## src/rtl/td4_prog_mem_pkg.sv

```systemverilog
// -----------------------------------------------------------------------------
// td4_prog_mem_pkg
// Shared definitions for the TD4 serial-loadable program memory:
//   - memory geometry (depth 16, 8-bit words, 4-bit address)
//   - controller state encoding (RUN / LOAD / RELEASE)
//   - debug bundle exposing controller and deserializer state
// -----------------------------------------------------------------------------
package td4_prog_mem_pkg;

    localparam int MEM_DEPTH = 16;
    localparam int WORD_W    = 8;
    localparam int ADDR_W    = $clog2(MEM_DEPTH);
    localparam int BCNT_W    = $clog2(WORD_W);

    typedef enum logic [1:0] {
        ST_RUN     = 2'd0,
        ST_LOAD    = 2'd1,
        ST_RELEASE = 2'd2
    } state_e;

    // Observation bundle for checkers: controller state plus deserializer state.
    typedef struct packed {
        state_e              state;
        logic [BCNT_W-1:0]   bit_cnt;
        logic [WORD_W-1:0]   shift;
    } dbg_t;

endpackage

```

## src/rtl/td4_sipo_8bit.sv

```systemverilog
// -----------------------------------------------------------------------------
// td4_sipo_8bit
// Serial-in parallel-out deserializer: 8-bit shift register (MSB first, new
// bit enters at the LSB) plus a 3-bit count of accepted bits.
//
// Ports:
//   clk, rst       clock, asynchronous active-high reset
//   clr_i          synchronous clear of shift register and bit counter
//                  (takes priority over shift_en_i for the stored state)
//   shift_en_i     accept sdi_i on this edge
//   sdi_i          serial data bit
//   byte_o         completed byte {shift[6:0], sdi_i}, valid when byte_ready_o
//   byte_ready_o   high in the cycle whose edge accepts the 8th bit
//   shift_o        current shift register contents
//   bit_cnt_o      number of bits accepted toward the current byte
// -----------------------------------------------------------------------------
module td4_sipo_8bit
    import td4_prog_mem_pkg::*;
(
    input  logic              clk,
    input  logic              rst,
    input  logic              clr_i,
    input  logic              shift_en_i,
    input  logic              sdi_i,
    output logic [WORD_W-1:0] byte_o,
    output logic              byte_ready_o,
    output logic [WORD_W-1:0] shift_o,
    output logic [BCNT_W-1:0] bit_cnt_o
);

    logic [WORD_W-1:0] shift_q, shift_d;
    logic [BCNT_W-1:0] cnt_q, cnt_d;

    always_comb begin
        shift_d = shift_q;
        cnt_d   = cnt_q;
        if (clr_i) begin
            shift_d = '0;
            cnt_d   = '0;
        end else if (shift_en_i) begin
            shift_d = {shift_q[WORD_W-2:0], sdi_i};
            // Counter wraps 7 -> 0 on the 8th bit, ready for the next byte.
            cnt_d   = cnt_q + BCNT_W'(1);
        end
    end

    always_ff @(posedge clk or posedge rst) begin
        if (rst) begin
            shift_q <= '0;
            cnt_q   <= '0;
        end else begin
            shift_q <= shift_d;
            cnt_q   <= cnt_d;
        end
    end

    // The completed byte includes the bit being accepted this cycle, so the
    // consumer can write it on the same edge that accepts the 8th bit.
    assign byte_o       = {shift_q[WORD_W-2:0], sdi_i};
    assign byte_ready_o = shift_en_i && (cnt_q == BCNT_W'(WORD_W - 1));
    assign shift_o      = shift_q;
    assign bit_cnt_o    = cnt_q;

endmodule

```

## src/rtl/td4_prog_mem.sv

```systemverilog
// -----------------------------------------------------------------------------
// td4_prog_mem
// 16 x 8 program memory for a TD4-style CPU with a serial loader. The CPU
// reads combinationally at any time; a load session streams bytes MSB first
// and writes them sequentially from index 0 while holding the CPU in reset.
//
// Parameters:
//   RELEASE_CYC   cycles cpu_hold stays high after a load ends (must be >= 1)
//
// Ports:
//   clk, rst      clock, asynchronous active-high reset
//   addr          CPU fetch address
//   data          mem[addr], combinational
//   ld_en         load session request (level)
//   bit_vld       one-cycle strobe qualifying sdi
//   sdi           serial program bit, MSB first
//   cpu_hold      high in LOAD and RELEASE (CPU reset)
//   ld_busy       high in LOAD
//   ld_done       one-cycle pulse after the 16th byte has been written
//   wptr          index of the next byte to be written
//   dbg_o         controller state, bit count and shift register
//
// Handshake: sdi is consumed on every rising edge where bit_vld is high and
// the controller is in LOAD; there is no back-pressure, bits strobed in any
// other state are dropped.
// -----------------------------------------------------------------------------
module td4_prog_mem
    import td4_prog_mem_pkg::*;
#(
    parameter int RELEASE_CYC = 2
) (
    input  logic              clk,
    input  logic              rst,
    input  logic [ADDR_W-1:0] addr,
    output logic [WORD_W-1:0] data,
    input  logic              ld_en,
    input  logic              bit_vld,
    input  logic              sdi,
    output logic              cpu_hold,
    output logic              ld_busy,
    output logic              ld_done,
    output logic [ADDR_W-1:0] wptr,
    output dbg_t              dbg_o
);

    localparam int                RC_W     = (RELEASE_CYC > 1) ? $clog2(RELEASE_CYC) : 1;
    localparam logic [RC_W-1:0]   REL_LAST = RC_W'(RELEASE_CYC - 1);
    localparam logic [ADDR_W-1:0] LAST_IDX = ADDR_W'(MEM_DEPTH - 1);

    state_e            state_q;
    logic [ADDR_W-1:0] wptr_q;
    logic [RC_W-1:0]   rel_cnt_q;
    logic              cpu_hold_q;
    logic              ld_busy_q;
    logic              ld_done_q;
    logic [WORD_W-1:0] mem_q [MEM_DEPTH];

    logic              shift_en;
    logic              sipo_clr;
    logic              byte_wr;
    logic              last_byte;
    logic              load_end;
    logic [WORD_W-1:0] sipo_byte;
    logic [WORD_W-1:0] sipo_shift;
    logic [BCNT_W-1:0] sipo_cnt;

    // Deserializer
    td4_sipo_8bit u_sipo (
        .clk          (clk),
        .rst          (rst),
        .clr_i        (sipo_clr),
        .shift_en_i   (shift_en),
        .sdi_i        (sdi),
        .byte_o       (sipo_byte),
        .byte_ready_o (byte_wr),
        .shift_o      (sipo_shift),
        .bit_cnt_o    (sipo_cnt)
    );

    // Event decode. A byte completing on the same edge that ld_en is seen low
    // is still written; the abort only redirects the next state.
    always_comb begin
        shift_en  = (state_q == ST_LOAD) && bit_vld;
        last_byte = byte_wr && (wptr_q == LAST_IDX);
        load_end  = (state_q == ST_LOAD) && (last_byte || !ld_en);
        // Clear on entry to LOAD, and on exit so a partial byte never lingers.
        sipo_clr  = ((state_q == ST_RUN) && ld_en) || load_end;
    end

    // Controller FSM with registered outputs
    always_ff @(posedge clk or posedge rst) begin
        if (rst) begin
            state_q    <= ST_RUN;
            wptr_q     <= '0;
            rel_cnt_q  <= '0;
            cpu_hold_q <= 1'b0;
            ld_busy_q  <= 1'b0;
            ld_done_q  <= 1'b0;
        end else begin
            ld_done_q <= 1'b0;
            unique case (state_q)
                ST_RUN: begin
                    if (ld_en) begin
                        state_q    <= ST_LOAD;
                        wptr_q     <= '0;
                        cpu_hold_q <= 1'b1;
                        ld_busy_q  <= 1'b1;
                    end
                end
                ST_LOAD: begin
                    if (byte_wr) begin
                        wptr_q <= wptr_q + ADDR_W'(1);  // wraps 15 -> 0
                    end
                    if (load_end) begin
                        state_q   <= ST_RELEASE;
                        ld_busy_q <= 1'b0;
                        rel_cnt_q <= '0;
                        ld_done_q <= last_byte;
                    end
                end
                ST_RELEASE: begin
                    if (rel_cnt_q == REL_LAST) begin
                        state_q    <= ST_RUN;
                        cpu_hold_q <= 1'b0;
                    end else begin
                        rel_cnt_q <= rel_cnt_q + RC_W'(1);
                    end
                end
                default: begin
                    state_q    <= ST_RUN;
                    cpu_hold_q <= 1'b0;
                    ld_busy_q  <= 1'b0;
                end
            endcase
        end
    end

    // Program array: reset to NOP, written only by the deserializer in LOAD.
    always_ff @(posedge clk or posedge rst) begin
        if (rst) begin
            for (int i = 0; i < MEM_DEPTH; i++) begin
                mem_q[i] <= '0;
            end
        end else if (byte_wr) begin
            mem_q[wptr_q] <= sipo_byte;
        end
    end

    assign data     = mem_q[addr];
    assign cpu_hold = cpu_hold_q;
    assign ld_busy  = ld_busy_q;
    assign ld_done  = ld_done_q;
    assign wptr     = wptr_q;

    always_comb begin
        dbg_o         = '0;
        dbg_o.state   = state_q;
        dbg_o.bit_cnt = sipo_cnt;
        dbg_o.shift   = sipo_shift;
    end

endmodule

```

## config.mk

```make
export PLATFORM = sky130hd
export DESIGN_NAME = td4_prog_mem
export DESIGN_NICKNAME = d
export VERILOG_FILES = /design/src/rtl/td4_prog_mem_pkg.sv /design/src/rtl/td4_sipo_8bit.sv /design/src/rtl/td4_prog_mem.sv
export SDC_FILE = /design/constraint.sdc
export NUM_CORES = 1
export LEC_CHECK = 0
export CAP_MARGIN = 5
export CORE_AREA = 4 4 118 120
export DETAILED_ROUTE_END_ITERATION = 8
export DIE_AREA = 0 0 122 124
export PLACE_DENSITY_LB_ADDON = 0.15
export SLEW_MARGIN = 15
export SYNTH_ARGS = -nofsm -noshare
export SYNTH_HDL_FRONTEND = slang
export SYNTH_HIERARCHICAL = 1
export SYNTH_SLANG_ARGS = --single-unit
```

## constraint.sdc

```tcl
create_clock -name clk -period 5.67 [get_ports clk]
set_clock_uncertainty 0.1 [all_clocks]
set_input_delay 0.567 -clock clk [delete_from_list [all_inputs] [get_ports clk]]
set_output_delay 0.567 -clock clk [all_outputs]
set_load 0.1 [all_outputs]
```

After elaboration in Yosys (flattened, before gate mapping)
Cells that the tools add are included.
{ "word_totals": {"reg_bits": 149, "wordCells": 86} }
{ "classes": {"n_addsub": 3, "n_lt_le_gt_ge": 3, "eq_ne": 8, "n_mux": 26, "n_bitwise": 4, "reduce_logical": 18} }
{ "ops": {"columns": ["operator", "count"], "rows": [
  ["bitwise mux 128 bit", 1],
  ["2-to-1 mux 8 bit", 5],
  ["binary-select mux 8 bit (select 4 bit)", 1],
  ["demux 8 bit (select 4 bit)", 1],
  ["AND reduction 3 bit", 4],
  [">= comparator 5 bit, second input constant", 2],
  ["inverter 4 -> 5 bit", 2],
  ["2-to-1 mux 4 bit", 2],
  ["!= test 2 bit, second input constant", 4],
  ["case mux 4 bit (2 select lines)", 1],
  ["logical AND 1 bit", 6],
  ["2-to-1 mux 1 bit", 6],
  ["2-to-1 mux 2 bit", 3],
  ["2-to-1 mux 3 bit", 2],
  ["case mux 1 bit (3 select lines)", 2],
  ["case mux 2 bit (3 select lines)", 1],
  ["nonzero test 2 bit", 3],
  ["less-than comparator 5 x 1 -> 1 bit, second input constant", 1],
  ["adder 4 x 1 -> 4 bit, second input constant", 1],
  ["== test 4 bit, second input constant", 1],
  ["adder 3 x 1 -> 3 bit, second input constant", 1],
  ["== test 3 bit, second input constant", 1],
  ["== test 2 x 1 -> 1 bit, second input constant", 1],
  ["== test 2 bit, second input constant", 1],
  ["7 further kinds", 9]
]} }

Longest topological paths before layout
Gate-level depths: netlist of run 1.
{ "depth": {"word_depth": 8, "ltp_mapped": 10} }

Hierarchy
The synthesis of run 1 kept the hierarchy.
{ "by_module_without_submodules": {"columns": ["module", "instances", "cells_per_inst", "area_per_inst_um2", "seq_area_each_um2"], "rows": [
  ["td4_prog_mem", 1, 417, 6447.4, 3453.3],
  ["td4_sipo_8bit", 1, 47, 536.8, 275.3]
]} }

Least setup slack after synthesis of run 1
No wires, ideal clock.
{ "synth_timing": {"path_type": "register -> register", "startpoint": "register state_q[0]", "endpoint": "register u_sipo.cnt_q[0], in the netlist u_sipo/bit_cnt_o[0]", "arrival_ns": 3.169, "setup_slack_ns": 2.269, "path_stages_with_launch": 11, "n_path_buf": 4, "period_less_slack_ns": 3.401, "cell_sequence": "dfrtp_1 clkbuf_1 inv_1 nor3b_1 buf_6 and2_2 nand4_1 buf_2 a31oi_1 clkbuf_1 nor2_1"} }
{ "synth_via": {"elab_chain_len": 8, "elab_cells_between_ends": 11, "cone_classes": "eq/ne: 1; mux: 1; reduce/logical: 9"} }
{ "synth_rtl": {"columns": ["item", "line_no", "rtl"], "rows": [
  ["start: declaration", "td4_prog_mem.sv:50", "state_e state_q;"],
  ["start signal: assignment", "td4_prog_mem.sv:93", "state_q <= ST_RUN;"],
  ["start signal: assignment", "td4_prog_mem.sv:104", "state_q <= ST_LOAD;"],
  ["start signal: assignment", "td4_prog_mem.sv:115", "state_q <= ST_RELEASE;"],
  ["== test 2 x 1 -> 1 bit (*)", "td4_prog_mem.sv:83", "shift_en = (state_q == ST_LOAD) && bit_vld;"],
  ["logical AND 1 bit (*)", "td4_prog_mem.sv:83", null],
  ["named net shift_en", "td4_prog_mem.sv:58", "logic shift_en;"],
  ["logical AND 1 bit (*)", "td4_sipo_8bit.sv:60", "assign byte_ready_o = shift_en_i && (cnt_q == BCNT_W'(WORD_W - 1));"],
  ["named net byte_wr", "td4_prog_mem.sv:60", "logic byte_wr;"],
  ["logical AND 1 bit (*)", "td4_prog_mem.sv:84", "last_byte = byte_wr && (wptr_q == LAST_IDX);"],
  ["logical OR 1 bit (*)", "td4_prog_mem.sv:85", "load_end = (state_q == ST_LOAD) && (last_byte || !ld_en);"],
  ["logical AND 1 bit (*)", "td4_prog_mem.sv:85", null],
  ["logical OR 1 bit (*)", "td4_prog_mem.sv:87", "sipo_clr = ((state_q == ST_RUN) && ld_en) || load_end;"],
  ["named net sipo_clr", "td4_prog_mem.sv:59", "logic sipo_clr;"],
  ["2-to-1 mux 3 bit or nonzero test 2 bit (tied branches)", null, null],
  ["end signal: assignment", "td4_sipo_8bit.sv:53", "cnt_q <= cnt_d;"],
  ["end: declaration", "td4_sipo_8bit.sv:32", "logic [BCNT_W-1:0] cnt_q, cnt_d;"]
]} }
The timed path passes the listed nets; every way through them passes the cells marked *.
A chain may end at the register's enable or synchronous reset.

Worst setup path in the final report of run 1
{ "layout_timing": {"startpoint": "input addr[1]", "endpoint": "output data[7]"} }
{ "layout_via": {"elab_chain_len": 4} }
{ "layout_rtl": {"columns": ["item", "line_no", "rtl"], "rows": [
  ["start: declaration", "td4_prog_mem.sv:34", "input logic [ADDR_W-1:0] addr,"],
  ["inverter 4 -> 5 bit (implied by the code)", "td4_prog_mem.sv:149", "assign data = mem_q[addr];"],
  ["binary-select mux 8 bit (select 4 bit)", "td4_prog_mem.sv:149", null],
  ["2-to-1 mux 8 bit (implied by the code) (2 in a row)", "td4_prog_mem.sv:149", null],
  ["end: declaration", "td4_prog_mem.sv:35", "output logic [WORD_W-1:0] data,"]
]} }
No other way between the ends. The select of a mux whose other input is x is not followed.

==> results of run 1 <==
==> path summary, 6_finish.rpt <==
path / start / end / slack [ps] / cells past startpoint
hold reg to reg: mem_q[112]$_DFFE_PP0P_ / mem_q[112]$_DFFE_PP0P_ / 400 / 1
setup reg to reg: state_q[0]$_DFFE_PP0P_ / u_sipo/shift_o[2]$_DFFE_PP0P_ / 2590 / 8
setup / recovery: addr[1] / data[7] / 1530 / 6
max in group asynchronous: rst / mem_q[14]$_DFFE_PP0P_ / 3500 / 3
hold / removal: mem_q[112]$_DFFE_PP0P_ / mem_q[112]$_DFFE_PP0P_ / 400 / 1
min in group asynchronous: rst / u_sipo/shift_o[6]$_DFFE_PP0P_ / 440 / 2
==> cells in the final DEF (no fill, tap or decap), drive strengths merged, types with 5 or more instances in the layout <==
cell type	instances
mux2i	10
nand3	6
nor2	13
mux4	32
nand2	15
clkdlybuf4s50	35
a22oi	16
nand4	5
clkinv	5
clkbuf	23
ha	6
mux2	128
nor2b	5
dfrtp	149
inv	7
buf	6
o21ai	7
==> cell type report <==
cell class | instances | area, µm² | share of cell area
inverters | 7 | 28.78 | 0.003627
clock buffers | 23 | 498.0 | 0.06277
clock inverters | 8 | 73.82 | 0.009305
flip-flops and latches | 149 | 3729 | 0.4700
repair buffers | 41 | 392.9 | 0.04952
multi-input cells | 269 | 2992 | 0.3771
well taps | 176 | 220.2 | 0.02776
==> cells by family (layout without fill, tap and decap cells) <==
| family | after synthesis | in the layout |
|---|---|---|
| AOI/OAI and AO/OA | 34 | 34 |
| and+or+nand+nor | 58 | 58 |
| buffers and inverters | 46 | 79 |
| muxes | 170 | 170 |
| xor gates and xnor gates | 1 | 1 |
| DFF | 149 | 149 |
| adders and majority gates | 6 | 6 |
==> Yosys cell counts (all sizes together) <==
library cell / number / area, µm²
clkbuf: 11 / 41.29
a31oi: 1 / 6.260
a22oi: 16 / 120.1
nand4: 5 / 50.05
ha: 6 / 75.07
nand3: 6 / 30.03
inv: 7 / 26.28
nor3: 2 / 10.01
nor2b: 5 / 31.28
mux4: 32 / 783.2
mux2: 128 / 1441
a22o: 2 / 17.52
nand4b: 4 / 60.06
o21a: 2 / 15.01
a21oi: 4 / 20.02
and2: 2 / 13.77
nand2: 15 / 56.30
o21ai: 7 / 35.03
buf: 25 / 171.4
mux2i: 10 / 100.1
xnor2: 1 / 8.760
clkdlybuf4s25: 3 / 30.03
nor2: 13 / 48.80
o22ai: 1 / 6.260
o21bai: 1 / 7.510
and3b: 4 / 35.03
and2b: 1 / 7.510
nor3b: 1 / 7.510
dfrtp: 149 / 3729
==> sequential cells by signal (all words and copies together) (netlist names) <==
signal,count
mem_q,128
u_sipo/shift_o,8
wptr,4
u_sipo/bit_cnt_o,3
state_q,2
cpu_hold,1
ld_busy,1
ld_done,1
rel_cnt_q,1
==> layer usage <==
metal,up-vias,routed length (µm)
met2,81,7033
met1,2050,6654
met4,0,167
met3,15,503
met5,-,0
li1,1772,-
==> worst max-delay path: cells and delay by family <==
kind            cells  cell delay [ps]
buf+inv             3             2260
simple gates        1               80
mux                 1              340
compound gates      1              210
==> power groups by stage <==
| stage | sequential (µW) | clock, µW | combinational, µW |
|---|---|---|---|
| floorplan | 1220 | 0 | 125 |
| global placement | 1130 | 0 | 268 |
| detailed placement | 1140 | 0 | 271 |
| CTS | 1120 | 1090 | 272 |
| global route | 1120 | 1130 | 286 |
| finish | 1120 | 1070 | 268 |
==> per-stage QoR <==
stage / instance area (µm²) / util / setup slack (ps) / hold slack, ps
4_1_cts: 7934 / 0.6112 / 1496 / 401.4
3_5_place_dp: 7362 / 0.5672 / 1495 / 385.6
3_3_place_gp: 7362 / 0.5672 / 1477 / 375.5
5_1_grt: 7934 / 0.6112 / 1346 / 412.1
6_report: 7934 / 0.6112 / 1525 / 397.8
2_1_floorplan: 6984 / - / 1307 / 319.4
==> PnR_summary.wiki, run 1 <==
{| class="wikitable"
! Metric !! Value
|-
| Run status || completed
|-
| Final net count || 500
|-
| Max_cap viols || 0
|-
| Max H-tree Level || 4
|-
| Type of origin of the critical path || input port
|-
| Antenna Violating Nets Remaining || 0
|-
| Class of the tightest hold or removal check || reg -> reg
|-
| Final critical-path required period || 4145 ps
|-
| Count of unresolved DRC violations after routing || 0
|-
| Synth Area in Adders || 0.01075
|-
| Worst endpoint data arrival time || 3480 ps
|-
| Skew-Pair Late Insertion Delay || 410 ps
|-
| Power per standard cell area || 308.9 nW/µm²
|-
| Final cycle utilization of the critical path || 0.7310
|-
| Clock tree from TritonCTS || done
|-
| Maximum fanout along the worst path || 19
|-
| Met1 usage in global routing || 0.2973
|-
| Static leakage power || 0.004001 µW
|-
| Worst vdd rail ir drop || 0.2880 mV
|-
| Share of post-route cells with drive strength above 1 || 0.3823
|-
| Root Buffer Master || sky130_fd_sc_hd__clkbuf_16
|-
| Library cells used by synthesis || 36
|-
| Setup repair after global routing missed its margin || no
|-
| Placer congestion estimate || 0.8083
|-
| Number of slew-limit violations in the final report || 0
|-
| Post CTS Setup Buffer Count || 0
|-
| Routed via count || 3,918
|-
| Std-Cell Core Area || 12,980 µm²
|-
| Die boundary height || 124 µm
|-
| Critical path required time || 5000 ps
|-
| Number of warnings printed during yosys synthesis || 6
|-
| Start-to-end type of the worst setup path || in -> out
|-
| Total of flip-flops plus latches after synthesis || 149
|-
| Kind of capture point of the worst setup path || output port
|-
| Wire length of the first global-routing pass || 23,710 µm
|-
| Switching portion of total power || 0.2629
|-
| Antenna fix cells || 0
|-
| Fraction of power consumed by combinational cells || 0.109
|-
| Syn nets || 479
|-
| Final WL || 14,360 µm
|-
| List of cells traversed by the critical path || clkdlybuf4s50_1, buf_4, mux4_1, a22oi_1, nand2_1, clkdlybuf4s50_1
|-
| Synthesized-area fraction occupied by ao, oa, aoi and oai cells || 0.03260
|-
| Clock-pin slew reported for the worst setup and hold paths after clock tree synthesis || 60 ps
|-
| Syn Area/Cell || 15.05 µm²
|-
| Antenna violations before repair || 0
|-
| Post-CTS Resized || 0
|-
| Total power || 2451 µW
|-
| Post-Synth Simple-Gate Area || 0.05016
|-
| Cell mode on critical path || sky130_fd_sc_hd__clkdlybuf4s50_1
|-
| Highest-delay cell along the critical path || sky130_fd_sc_hd__clkdlybuf4s50_1
|-
| Synthesis-to-layout area growth || 13.60%
|-
| Cell count after placement || 642
|-
| Global routing usage on met2 || 0.3291
|-
| Buffer depth of the longest clock path || 2
|-
| Busiest grt layer || met2
|-
| # setup viols final || 0
|-
| First drt pass iteration count || 5
|-
| Number of buffers added by the clock tree synthesis step || 17
|-
| Switching power || 644.4 µW
|-
| Pin count of the biggest net entering global routing || 86
|-
| Dominant combinational cell family by area after synthesis || multiplexers
|-
| Row Count || 42
|-
| Hpwl dp || 9450 µm
|-
| Initial core utilization || 0.5381
|-
| Top Ports || 37
|-
| GRT Total Usage || 0.2113
|-
| First DRT Iteration DRCs || 266
|-
| Number of clock sinks seen by CTS || 149
|-
| Internal power summed over all cells || 1807 µW
|-
| Area of the die || 15,130 µm²
|-
| # port buffers || 36
|-
| Fillcell total || 1,029
|-
| Setup TNS || 0 ps
|-
| Number of hold-slack violations in the final timing report || 0
|-
| Overflow left after global routing || 0
|-
| Max stage delay on crit path || 970 ps
|-
| Worst-margin pin slew || 1040 ps
|-
| Vias per inst || 5.822
|-
| Hold buffer count at CTS || 0
|-
| Met3 usage || 0.04587
|-
| Post-synthesis sequential area ratio || 0.5339
|-
| Flop pwr share || 0.456
|-
| Overall die width || 122 µm
|-
| Relative max-transition margin || 0.3070
|-
| Post-DR wirelength/cell || 21.34 µm
|-
| Cells after synthesis || 464
|-
| Netlist area before placement || 6984 µm²
|-
| Share of power burned in the clock network || 0.435
|-
| Portion of netlist area occupied by mux cells || 0.3329
|-
| Highest achievable clock rate || 241.3 MHz
|-
| Layout Cells excl Fill || 673
|-
| Xor/xnor cell area share of the yosys netlist || 0.001254
|-
| Via count of the first global-routing pass || 4,167
|}
Power figures use the tool's default switching activity.
==> run 2: changes to the inputs <==
==> constraint.sdc (replaced) <==
create_clock -name clk -period 4.1 [get_ports clk]
set_clock_uncertainty 0.1 [all_clocks]
set_input_delay 0.41 -clock clk [delete_from_list [all_inputs] [get_ports clk]]
set_output_delay 0.41 -clock clk [all_outputs]
set_load 0.1 [all_outputs]
==> PnR_summary.wiki, run 2 (synthesized netlist as in run 1, its figures left out) <==
{| class="wikitable"
! Metric !! Value
|-
| Number of slew-limit violations in the final report || 0 (unchanged)
|-
| Critical path required time || 3590 ps (-1410 ps)
|-
| Commonest cells after routing, fill and taps aside || 149 x sky130_fd_sc_hd__dfrtp_1, 128 x sky130_fd_sc_hd__mux2_2, 27 x sky130_fd_sc_hd__clkdlybuf4s50_1
|-
| Highest-delay cell along the critical path || sky130_fd_sc_hd__clkdlybuf4s50_1
|-
| Maximum fanout along the worst path || 19 (unchanged)
|-
| Worst vdd rail ir drop || 0.4363 mV (+51%)
|-
| Area of the die || 15,130 µm² (unchanged)
|-
| Post-CTS Resized || 0 (unchanged)
|-
| Cell type group with the largest total delay on the critical path || buffers and inverters
|-
| Max H-tree Level || 4 (unchanged)
|-
| Highest achievable clock rate || 329.7 MHz
|-
| Relative max-transition margin || 0.3438 (+0.03677)
|-
| Overflow left after global routing || 0 (unchanged)
|-
| Cell area after layout || 7946 µm² (+0.16%)
|-
| Hpwl dp || 9706 µm (+2.7%)
|-
| Clock-pin slew reported for the worst setup and hold paths after clock tree synthesis || 60 ps (about the same)
|-
| Count of unresolved DRC violations after routing || 0 (unchanged)
|-
| Type of origin of the critical path || register
|-
| Overall die width || 122 µm (unchanged)
|-
| Buffer depth of the longest clock path || 2 (unchanged)
|-
| Top Ports || 37 (unchanged)
|-
| # port buffers || 36 (unchanged)
|-
| First drt pass iteration count || 4 (-1)
|-
| Register with the most flip-flops || mem_q
|-
| Number of flip-flops in the largest register || 128 (unchanged)
|-
| Die boundary height || 124 µm (unchanged)
|-
| Share of post-route cells with drive strength above 1 || 0.3992 (+0.01691)
|-
| Leading cell type in the layout, fill and taps excluded || sky130_fd_sc_hd__dfrtp_1
|-
| Synthesis-to-layout area growth || 13.78%
|-
| Number of clock sinks seen by CTS || 149 (unchanged)
|-
| Post CTS Setup Buffer Count || 0 (unchanged)
|-
| Hold buffer count at CTS || 0 (unchanged)
|-
| Total cell area at the placement stage || 7391 µm² (+0.39%)
|-
| Placer congestion estimate || 0.7550 (-6.6%)
|-
| Root Buffer Master || sky130_fd_sc_hd__clkbuf_16
|-
| Worst-margin pin slew || 981.3 ps (-58.22 ps)
|-
| Wire length of the first global-routing pass || 24,320 µm (+2.6%)
|-
| Row Count || 42 (unchanged)
|-
| Std-Cell Core Area || 12,980 µm² (unchanged)
|-
| Setup TNS || 0 ps (unchanged)
|-
| CP Buf/Inv Count || 1 (-2)
|-
| Vias per inst || 5.858 (+0.63%)
|-
| Via count of the first global-routing pass || 4,267 (+2.4%)
|-
| Pin count of the biggest net entering global routing || 113 (+31%)
|-
| Max stage delay on crit path || 1280 ps (+310 ps)
|-
| Antenna Violating Nets Remaining || 0 (unchanged)
|-
| Start-to-end type of the worst setup path || reg -> out
|-
| Number of hold-slack violations in the final timing report || 0 (unchanged)
|-
| Class of the tightest hold or removal check || in -> async
|-
| Max_cap viols || 0 (unchanged)
|-
| Minimum setup slack among reg-to-reg paths || 1100 ps (-1490 ps)
|-
| Static leakage power || 0.004026 µW (+0.63%)
|-
| Number of buffers added by the clock tree synthesis step || 17 (unchanged)
|-
| Final cycle utilization of the critical path || 0.7398
|-
| Kind of capture point of the worst setup path || output port
|-
| Setup repair after global routing missed its margin || no
|-
| Final critical-path required period || 3033 ps
|-
| Clock tree from TritonCTS || done
|-
| Final net count || 503 (+0.60%)
|-
| Run status || completed
|-
| Antenna violations before repair || 0 (unchanged)
|-
| Antenna fix cells || 0 (unchanged)
|-
| First DRT Iteration DRCs || 227 (-15%)
|-
| Worst endpoint data arrival time || 2520 ps (-960 ps)
|-
| Post-DR wirelength/cell || 22.08 µm (+3.5%)
|-
| Initial core utilization || 0.5381 (unchanged)
|-
| List of cells traversed by the critical path || clkdlybuf4s50_1
|-
| Skew-Pair Late Insertion Delay || 420 ps (about the same)
|-
| Final WL || 14,950 µm (+4.1%)
|-
| # setup viols final || 0 (unchanged)
|-
| Routed via count || 3,966 (+1.2%)
|-
| Power per standard cell area || 425.6 nW/µm² (+38%)
|-
| GRT Total Usage || 0.2190 (+0.007685)
|}
-- run 2: report_power, final --
group          switching, µW  total [µW]  internal [µW]
Sequential              45.5        1540           1500
Clock                    582        1460            877
Combinational            283         380           97.2
-- run 2: path summary, 6_finish.rpt --
kind,startpoint,to,cells past startpoint
worst max-delay path,u_sipo/shift_o[5]$_DFFE_PP0P_,dbg_o[5],1
worst min-delay path,rst,u_sipo/shift_o[4]$_DFFE_PP0P_,2
worst max register to register,state_q[0]$_DFFE_PP0P_,mem_q[102]$_DFFE_PP0P_,7
worst min register to register,mem_q[87]$_DFFE_PP0P_,mem_q[87]$_DFFE_PP0P_,1
max in group asynchronous,rst,mem_q[20]$_DFFE_PP0P_,3
min in group clk,mem_q[87]$_DFFE_PP0P_,mem_q[87]$_DFFE_PP0P_,1
-- run 2: final cells by class --
cell class	count	area (µm²)
sequential	149	3729
inverter	7	30.03
clock buffer	23	478.0
fill	1014	5034
clock inverter	9	77.57
timing repair buffer	44	420.4
tap	176	220.2
multi-input combinational	269	2992
-- run 2: routing by layer --
layer | up-vias | share of wire | global-route usage
met3 | 11 | 0.032 | 0.06358
met5 | - | 0 | 0
met4 | 0 | 0.011 | 0.05042
met1 | 2109 | 0.47 | 0.3106
li1 | 1777 | - | -
met2 | 69 | 0.48 | 0.3387
-- run 2: metrics by stage --
stage / setup slack [ps] / total power [µW] / instances / hold WS, ps / util
floorplan: 698.9 / 1859 / 464 / 162.4 / -
global placement: 1080 / 1949 / 645 / 374.1 / 0.5694
detailed placement: 1023 / 1952 / 645 / 387.2 / 0.5694
CTS: 1061 / 3412 / 677 / 261.3 / 0.6122
global route: 937.5 / 3511 / 677 / 294.9 / 0.6122
finish: 1067 / 3382 / 677 / 261.2 / 0.6122
==> patch (config.mk and constraints of run 1) <==
Take the reset off `shift_q` and load it in a clocked block of its own.
--- a/src/rtl/td4_sipo_8bit.sv
+++ b/src/rtl/td4_sipo_8bit.sv
@@ -48,8 +48,10 @@
         if (rst) begin
-            shift_q <= '0;
             cnt_q   <= '0;
         end else begin
-            shift_q <= shift_d;
             cnt_q   <= cnt_d;
         end
+    end
+
+    always_ff @(posedge clk) begin
+        shift_q <= shift_d;
     end
Formal check against the unedited RTL: differs if rst is asserted again (counterexample within 4 cycles, from zero or initial values and one cycle with rst high); with rst held inactive, the same outputs for 10 cycles.
==> patch against run 1 <==
  * Utilization grew 0.30 points
  * Non-clock buffer count is 2 higher
  * Sequential cell count unchanged
  * Sequential power is essentially flat
  * Final cell count rose by 0.45%
  * Routed wire length up 1.2%
  * Register-to-register slack improved by 90 ps
  * Power grew 5.3%
  * Cell area is 0.49% higher
  * Synthesized area is 0.57% lower
  * Worst setup slack improved by 120 ps
  * Die area stayed put
  * Largest power group is now clock
==> patch: results (changes against run 1) <==
[worst_hold_path]
hp-class=input pin to asynchronous set/reset pin

[finish]
final_common_cell=dfrtp_1
insertedDiodeCount=0  ; unchanged
instances_no_fill=676  ; +0.45%
regMostFlops=mem_q
final_nets=502  ; +0.40%
largest_reg_flops=128  ; unchanged
layout-drive-gt1-share_pct=38.60  ; +0.37 points
nFillCells=1014  ; -1.5%

[sta]
relSlewSlack_pct=33.72  ; +3.0 points

[place]
dp.cells=644  ; +0.31%
placed_area_um2=7337  ; -0.34%
place_ws_ps=1623  ; +127.7 ps
place_hpwl_um=9372  ; -0.83%
place.gp.congestion=0.7790  ; -3.6%

[run_status]
status=finished, final reports clean

[routing]
first_iter_violations=215  ; -19%
post_drt_via_cell_ratio=5.803  ; -0.32%
wire_per_inst_um=21.50  ; +0.76%
drt_first_pass_iters=6  ; +1

[logic_synthesis]
ys_async_sr_fraction_pct=94.63  ; -5.4 points
ys_top_cells_by_count=dfrtp_1 (141), mux2_2 (128), a22oi_1 (16), mux4_1 (16)
synth_nets=479  ; unchanged
syn_inst=464  ; unchanged
ys_warn_count=6  ; unchanged
ys_seq_area_share_pct=53.12  ; -0.27 points
ys_types=37  ; +2.8%
synthTopCellsByArea=dfrtp_1 (51%), mux2_2 (21%), mux4_1 (6.1%), mux4_2 (4.9%), dfxtp_1 (2.3%)

[power]
peakVddDrop_mv=0.2492  ; -13%
p_leak_nw=3.989  ; -0.29%

[clock_tree]
htree_num_levels=4  ; unchanged
clk_latency_ps=420
cts_setup_buffers=0  ; unchanged
clock-root-buffer=clkbuf_16
ctsResizeCount=0  ; unchanged

[grt]
grtUsageTotal_pct=21.09  ; -0.038 points
grt_pass1_wl_um=23610  ; -0.41%
grt_start_max_net_pins=87  ; +1.2%
grt_pass1_vias=4256  ; +2.1%
antenna_found_initial=0  ; unchanged

[critical_path]
arrival_ps=3360  ; -120 ps
crit_fanout=19  ; unchanged

==> patch: cell type report <==
cell class / instances / area (um^2) / share of cell area (%)
Clock buffer: 20 / 456.7 / 5.728
Clock inverter: 12 / 176.4 / 2.213
Inverter: 7 / 31.28 / 0.3923
Multi-Input combinational cell: 269 / 2992 / 37.52
Sequential cell: 149 / 3689 / 46.26
Tap cell: 176 / 220.2 / 2.762
Timing Repair Buffer: 43 / 407.9 / 5.116
==> patch: routing by layer <==
layer  track usage [%]  up-vias  routed length, um  share of wire (%)
li1                  -     1767                  -                  -
met4             5.042        0                125               0.86
met1             29.25     2085               6805                 47
met3             5.268       12                433                3.0
met5                 0        -                  0                  0
met2             33.87       59               7167                 49
==> patch: cell families after synthesis <==
kind of cell | count (synthesis) | share of synthesized area (%)
flops | 149 | 53.12
simple gates | 58 | 5.045
fa+ha+maj | 6 | 1.081
mux | 170 | 33.48
compound gates | 34 | 3.279
buf+inv | 46 | 3.874
xor+xnor | 1 | 0.1261
==> patch: worst paths after layout <==
kind	end	cells after the start	from	slack [ps]
min in group clk	state_q[1]	1	rel_cnt_q	400
max	data[4]	6	addr[0]	1650
min	u_sipo/bit_cnt_o[1]	2	rst	350
min reg2reg	state_q[1]	1	rel_cnt_q	400
max in group asynchronous	mem_q[125]	3	rst	3960
max reg2reg	mem_q[102]	7	state_q[0]	2680
==> patch: report_power, final <==
group	internal, W	leakage [nW]	switching [W]	total [W]
combinational	0.0000685	1.66	0.000200	0.000269
clock	0.000760	0.306	0.000438	0.00120
sequential	0.00108	2.02	0.0000332	0.00112
==> patch: worst max-delay path, delay by kind of cell <==
family,cells,cell delay (ps)
AND/OR/NAND/NOR,1,90
multiplexers,1,600
AO/OA/AOI/OAI,1,220
buffers and inverters,3,1860
==> patch: per-stage QoR <==
stage	power, W	util (%)	hold WS [ps]
floorplan	0.001342	-	220.6
global placement	0.001402	56.53	369.8
detailed placement	0.001407	56.53	384.6
CTS	0.002608	61.40	295.4
global route	0.002678	61.42	352.1
finish	0.002582	61.42	347.1
